`src/rtl/register_file_dump.sv`:
```
// Two-read/one-write register file with a ready/valid dump streamer that walks every register in order.
// Optional macro REGFILE_BYPASS_EN selects write-first reads on A/B; default build is read-first.
`timescale 1ns/1ps

module register_file_dump #(
    parameter int DATA_WIDTH = 32,
    parameter int ADDR_WIDTH = 5,
    parameter int ZERO_REG   = 1
) (
    input  logic                  clock,
    input  logic                  reset_n,
    input  logic [ADDR_WIDTH-1:0] read_addr_a,
    input  logic [ADDR_WIDTH-1:0] read_addr_b,
    input  logic [ADDR_WIDTH-1:0] write_address,
    input  logic [DATA_WIDTH-1:0] write_data,
    input  logic                  reg_write,
    output logic [DATA_WIDTH-1:0] data_a,
    output logic [DATA_WIDTH-1:0] data_b,
    input  logic                  dump_start,
    input  logic                  dump_ready,
    output logic                  dump_valid,
    output logic [ADDR_WIDTH-1:0] dump_index,
    output logic [DATA_WIDTH-1:0] dump_data,
    output logic                  dump_busy,
    output logic                  dump_done
);

    localparam int                    DEPTH      = 2 ** ADDR_WIDTH;
    localparam logic [ADDR_WIDTH-1:0] LAST_INDEX = ADDR_WIDTH'(DEPTH - 1);

    typedef enum logic [1:0] {
        S_IDLE,
        S_LOAD,
        S_SEND,
        S_DONE
    } dump_state_t;

    logic [DATA_WIDTH-1:0] r_regs [DEPTH];
    logic [DATA_WIDTH-1:0] r_data_a;
    logic [DATA_WIDTH-1:0] r_data_b;
    logic [DATA_WIDTH-1:0] r_dump_data;
    logic [ADDR_WIDTH-1:0] r_index;
    logic                  r_dump_valid;
    logic                  r_dump_done;
    dump_state_t           r_state;

    dump_state_t           w_next_state;
    logic                  w_wr_en;
    logic [DATA_WIDTH-1:0] w_rd_a;
    logic [DATA_WIDTH-1:0] w_rd_b;
    logic [DATA_WIDTH-1:0] w_dump_word;
    logic                  w_clear_index;
    logic                  w_capture;
    logic                  w_accept;
    logic                  w_done_set;

    // Register 0 is hard-wired when ZERO_REG is set, so a write there is simply dropped.
    assign w_wr_en = reg_write && !((ZERO_REG != 0) && (write_address == '0));

    // NOTE: every always_comb output gets a default first so no path can infer a latch.
    always_comb begin
        w_rd_a = r_regs[read_addr_a];
        w_rd_b = r_regs[read_addr_b];
`ifdef REGFILE_BYPASS_EN
        if (w_wr_en && (read_addr_a == write_address)) w_rd_a = write_data;
        if (w_wr_en && (read_addr_b == write_address)) w_rd_b = write_data;
`endif
        if ((ZERO_REG != 0) && (read_addr_a == '0)) w_rd_a = '0;
        if ((ZERO_REG != 0) && (read_addr_b == '0)) w_rd_b = '0;
    end

    // The dump path always sees the array as it stood before this edge's write.
    always_comb begin
        w_dump_word = r_regs[r_index];
        if ((ZERO_REG != 0) && (r_index == '0)) w_dump_word = '0;
    end

    // NOTE: the register array is reset too, because reset must leave every entry reading zero.
    always_ff @(posedge clock) begin
        if (!reset_n) begin
            for (int i = 0; i < DEPTH; i++) r_regs[i] <= '0;
        end else if (w_wr_en) begin
            r_regs[write_address] <= write_data;
        end
    end

    // NOTE: sequential state uses non-blocking assignments so all flops update from pre-edge values.
    always_ff @(posedge clock) begin
        if (!reset_n) begin
            r_data_a <= '0;
            r_data_b <= '0;
        end else begin
            r_data_a <= w_rd_a;
            r_data_b <= w_rd_b;
        end
    end

    always_ff @(posedge clock) begin
        if (!reset_n) r_state <= S_IDLE;
        else          r_state <= w_next_state;
    end

    always_comb begin
        w_next_state  = r_state;
        w_clear_index = 1'b0;
        w_capture     = 1'b0;
        w_accept      = 1'b0;
        w_done_set    = 1'b0;
        case (r_state)
            S_IDLE: begin
                if (dump_start) begin
                    w_clear_index = 1'b1;
                    w_next_state  = S_LOAD;
                end
            end
            S_LOAD: begin
                w_capture    = 1'b1;
                w_next_state = S_SEND;
            end
            S_SEND: begin
                if (r_dump_valid && dump_ready) begin
                    w_accept     = 1'b1;
                    w_next_state = (r_index == LAST_INDEX) ? S_DONE : S_LOAD;
                end
            end
            S_DONE: begin
                w_done_set   = 1'b1;
                w_next_state = S_IDLE;
            end
            default: w_next_state = S_IDLE;
        endcase
    end

    // dump_done is registered so it lands one edge after DONE is entered.
    always_ff @(posedge clock) begin
        if (!reset_n) begin
            r_index      <= '0;
            r_dump_data  <= '0;
            r_dump_valid <= 1'b0;
            r_dump_done  <= 1'b0;
        end else begin
            r_dump_done <= w_done_set;
            if (w_clear_index) r_index <= '0;
            if (w_capture) begin
                r_dump_data  <= w_dump_word;
                r_dump_valid <= 1'b1;
            end
            if (w_accept) begin
                r_dump_valid <= 1'b0;
                if (r_index != LAST_INDEX) r_index <= r_index + 1'b1;
            end
        end
    end

    assign data_a     = r_data_a;
    assign data_b     = r_data_b;
    assign dump_valid = r_dump_valid;
    assign dump_index = r_index;
    assign dump_data  = r_dump_data;
    assign dump_busy  = (r_state != S_IDLE);
    assign dump_done  = r_dump_done;

endmodule

```
`config.mk`:
```
export PLATFORM = sky130hd
export DESIGN_NAME = register_file_dump
export DESIGN_NICKNAME = d
export VERILOG_FILES = /design/src/rtl/register_file_dump.sv
export SDC_FILE = /design/constraint.sdc
export NUM_CORES = 2
export LEC_CHECK = 0
export BUFFER_PORTS_ARGS = -buffer_cell sky130_fd_sc_hd__buf_2
export CELL_PAD_IN_SITES_DETAIL_PLACEMENT = 1
export CELL_PAD_IN_SITES_GLOBAL_PLACEMENT = 2
export CORE_AREA = 3 3 367 369
export DETAILED_ROUTE_END_ITERATION = 10
export DIE_AREA = 0 0 370 372
export PLACE_DENSITY_LB_ADDON = 0.1
export SLEW_MARGIN = 15
export SYNTH_ARGS = -nofsm -noshare
export SYNTH_HDL_FRONTEND = slang
export SYNTH_SLANG_ARGS = --single-unit
export TNS_END_PERCENT = 5
```
`constraint.sdc`:
```
create_clock -name clock -period 10 [get_ports clock]
set_clock_uncertainty 0.1 [all_clocks]
set_input_delay 2 -clock clock [delete_from_list [all_inputs] [get_ports clock]]
set_output_delay 2 -clock clock [all_outputs]
set_load 0.005 [all_outputs]
```
==> flow_summary.toml <==
[critical_path]
reg2reg_depth = 5
cp-start-kind = "input port"
r2r-end = "dump_data[30]"
cp_num_buf_inv = 3
cp.depth = 5
worst_setup_path_end_kind = "register"
cp.required_ns = 10.33
critPathMostFrequentCell = "buf_4"
cp_top_family = "buffers and inverters"
r2r-start = "dump_index[0]"
cp_max_fo = 54
critPathSlowestCell = "nand4b_1"
cp.arrival_ns = 5.01
ff2ff_setup_slack_ns = 5.96
slowest_delay_ns = 0.91
crit_chain = "buf_6 -> nand4b_1 -> buf_4 -> o21ai_4 -> buf_4"
worst-setup-path-type = "input port to register"
crit_start = "reset_n"

[synthesis]
synth_xor_area_share_pct = 0
synth_compound_area_share_pct = 5.592
synthSimpleGateAreaFrac_pct = 11.58
synthDistinctLibCells = 52
synth-adder-area-share_pct = 0.05716
synth_warnings = 0
synthTopCellsByCount = "1029 x and2_1, 1024 x edfxtp_1, 700 x mux4_2, 336 x clkbuf_1, 321 x mux2i_1"
synth_top_family_by_area = "multiplexers"
synth_top_cell_by_area = "edfxtp_1"
seq_area_frac_synth_pct = 50.03
yosysMostFrequentCell = "and2_1"
synth_ff_type = "edfxtp_1"
synth-edff-count = 1024
async_flop_share_pct = 0
synth_cells = 4406
synth_top_cell_area_share_pct = 46.82
mappedNetlistArea_mm2 = 0.06567
synthesis.area_per_instance_um2 = 14.90
synth.area.top_cells = "edfxtp_1 47%, mux4_2 24%, and2_1 9.8%, mux2i_1 4.9%, dfxtp_1 3.2%"
muxShareOfSynthArea_pct = 29.28
ys_ff_latch = 1129

[cts]
cts_made_buffers = 134
cts_resized = 0
post-cts-setup-buffer-count = 0
clock-root-buffer = "clkbuf_16"
clk_pin_slew_worst_paths_ns = 0.06
clk_latency_ns = 0.78
clk_path_buf_depth = 3
h-tree-depth = 4
cts_hold_buf = 0
cts_sinks = 1129
cts_tree = "built"

[flow_run]
drv_cap = 0

[routing]
ant_nets = 0
wl_um = 257200
via_count = 44780
drcViolationCount = 0
detailedRoute.firstIterationViolations = 6422
viasPerCell = 7.169
wl_per_cell_um = 41.18
dr.pass1.iters = 6

[floorplan]
start_util_pct = 49.95
core_area_mm2 = 0.1315
fp.dieArea_mm2 = 0.1376
num_rows = 133
die_x_um = 370
die_y_um = 372
io_pins = 156

[place]
hpwl_um = 147100
io_buffers = 155
gp_congestion = 0.9290

[pwr]
power.leakage_nw = 24.79
vdd_ir_drop_max_v = 0.0001819
power_density_mw_per_mm2 = 165.3
total_power_mw = 12.02

[grt]
grt_max_degree = 129
antenna_found_initial = 21
grt_pass1_vias = 45750
grt_usage_pct = 37.49
grt_overflow = 0
grt_pass1_wl_um = 355700

[timing]
tightest_slew_ns = 1.125
relSlewSlack_pct = 25.02
tns_ns = 0
fmax_mhz = 213.9
fin_crit_sh_pct = 46.74
setup_violations = 0
whs_ns = 0.4734
finalHoldViolCount = 0
rsz0062_at_grt = "no"
min_period_ns = 4.674
slew_viol_final = 0

[hold_path]
min_delay_path_depth = 2
whs_endpoint = "dump_valid"
worstHoldStart = "dump_valid"
hp-class = "register to register"

[cells_and_area]
fin_nets = 4417
syn2layout_area_growth_pct = 10.76
drive_above_1_share_pct = 29.01

[run_status]
status = "complete, no violations"
## kinds of logic after synthesis
logic type	Yosys count
simple gates	1232
flops	1129
mux	1043
compound gates	499
buf+inv	499
fa+ha+maj	3
other cells	1
## worst register-to-register path, delay by kind of cell, from the launching register on
family | cells | cell delay (ns)
AO/OA/AOI/OAI | 2 | 0.71
flip-flops | 1 | 0.83
buffers and inverters | 2 | 1.60
multiplexers | 1 | 0.65
## stage by stage
stage / worst slack [ns] / std cells / util (%) / cell area, µm²
floorplan: 4.378 / 4437 / - / 65790
global placement: 4.612 / 5981 / 51.94 / 68280
detailed placement: 4.564 / 5981 / 51.94 / 68280
CTS: 5.377 / 6223 / 55.28 / 72680
global route: 5.265 / 6225 / 55.29 / 72680
finish: 5.326 / 6246 / 55.33 / 72730
## how the worst max path moves through the flow
stage | end | slack (ns)
6_report | r_regs[10][18] | 5.33
4_1_cts | r_regs[10][18] | 5.38
3_3_place_gp | data_b[4] | 4.61
3_5_place_dp | r_regs[10][10] | 4.56
2_1_floorplan | r_regs[12][0] | 4.38
5_1_grt | r_regs[10][18] | 5.26
## report_power, final
group	switching, mW	internal [mW]
clock network	2.05	2.95
registers	0.226	5.42
logic	0.776	0.602
total	3.05	8.97
## per-layer routing
layer	part of all wire [%]	up-vias	global-route usage, %
met5	0.0043	-	0
met4	6.9	2	22.62
met3	10	636	7.565
met2	46	3011	57.77
met1	37	23760	49.37
li1	-	17370	-
## registers in the layout (all words and copies together) (netlist names)
name,flops
r_regs,1024
data_a,32
dump_data,32
data_b,32
r_state,2
dump_index,5
dump_valid,1
dump_done,1
## layout by cell type, fill, tap and decap left out, types with 12 or more instances in the layout
cell	netlist	routed
o21ai_0	48	17
nor2_4	0	33
and3_1	22	22
diode_2	0	23
a21o_1	32	32
nor4_1	32	32
a22o_1	64	64
dfxtp_1	105	101
edfxtp_1	1024	1024
o31ai_1	19	19
a21oi_1	71	71
o22a_1	28	28
mux4_2	700	700
clkbuf_1	336	28
a31oi_1	14	14
and2_1	1029	1025
mux2_2	22	22
buf_2	81	148
a22oi_1	101	101
o21bai_1	32	32
o21ai_4	0	31
nand2_1	21	20
a32oi_1	18	18
nor2b_1	41	35
clkinv_2	0	24
clkinv_1	2	16
mux2i_1	321	321
clkbuf_16	0	141
conb_1	1	32
bufinv_16	0	12
o221ai_1	60	60
buf_4	36	122
and4_1	13	13
## cell type report
cell class	count	area, µm²
timing repair buffer	282	1862
antenna	23	57.56
fill	12160	58730
sequential	1129	32860
clock inverter	64	638.1
inverter	6	22.52
clock buffer	178	3757
tap	1755	2196
multi-input combinational	2809	31340
Power figures use the tool's default switching activity.
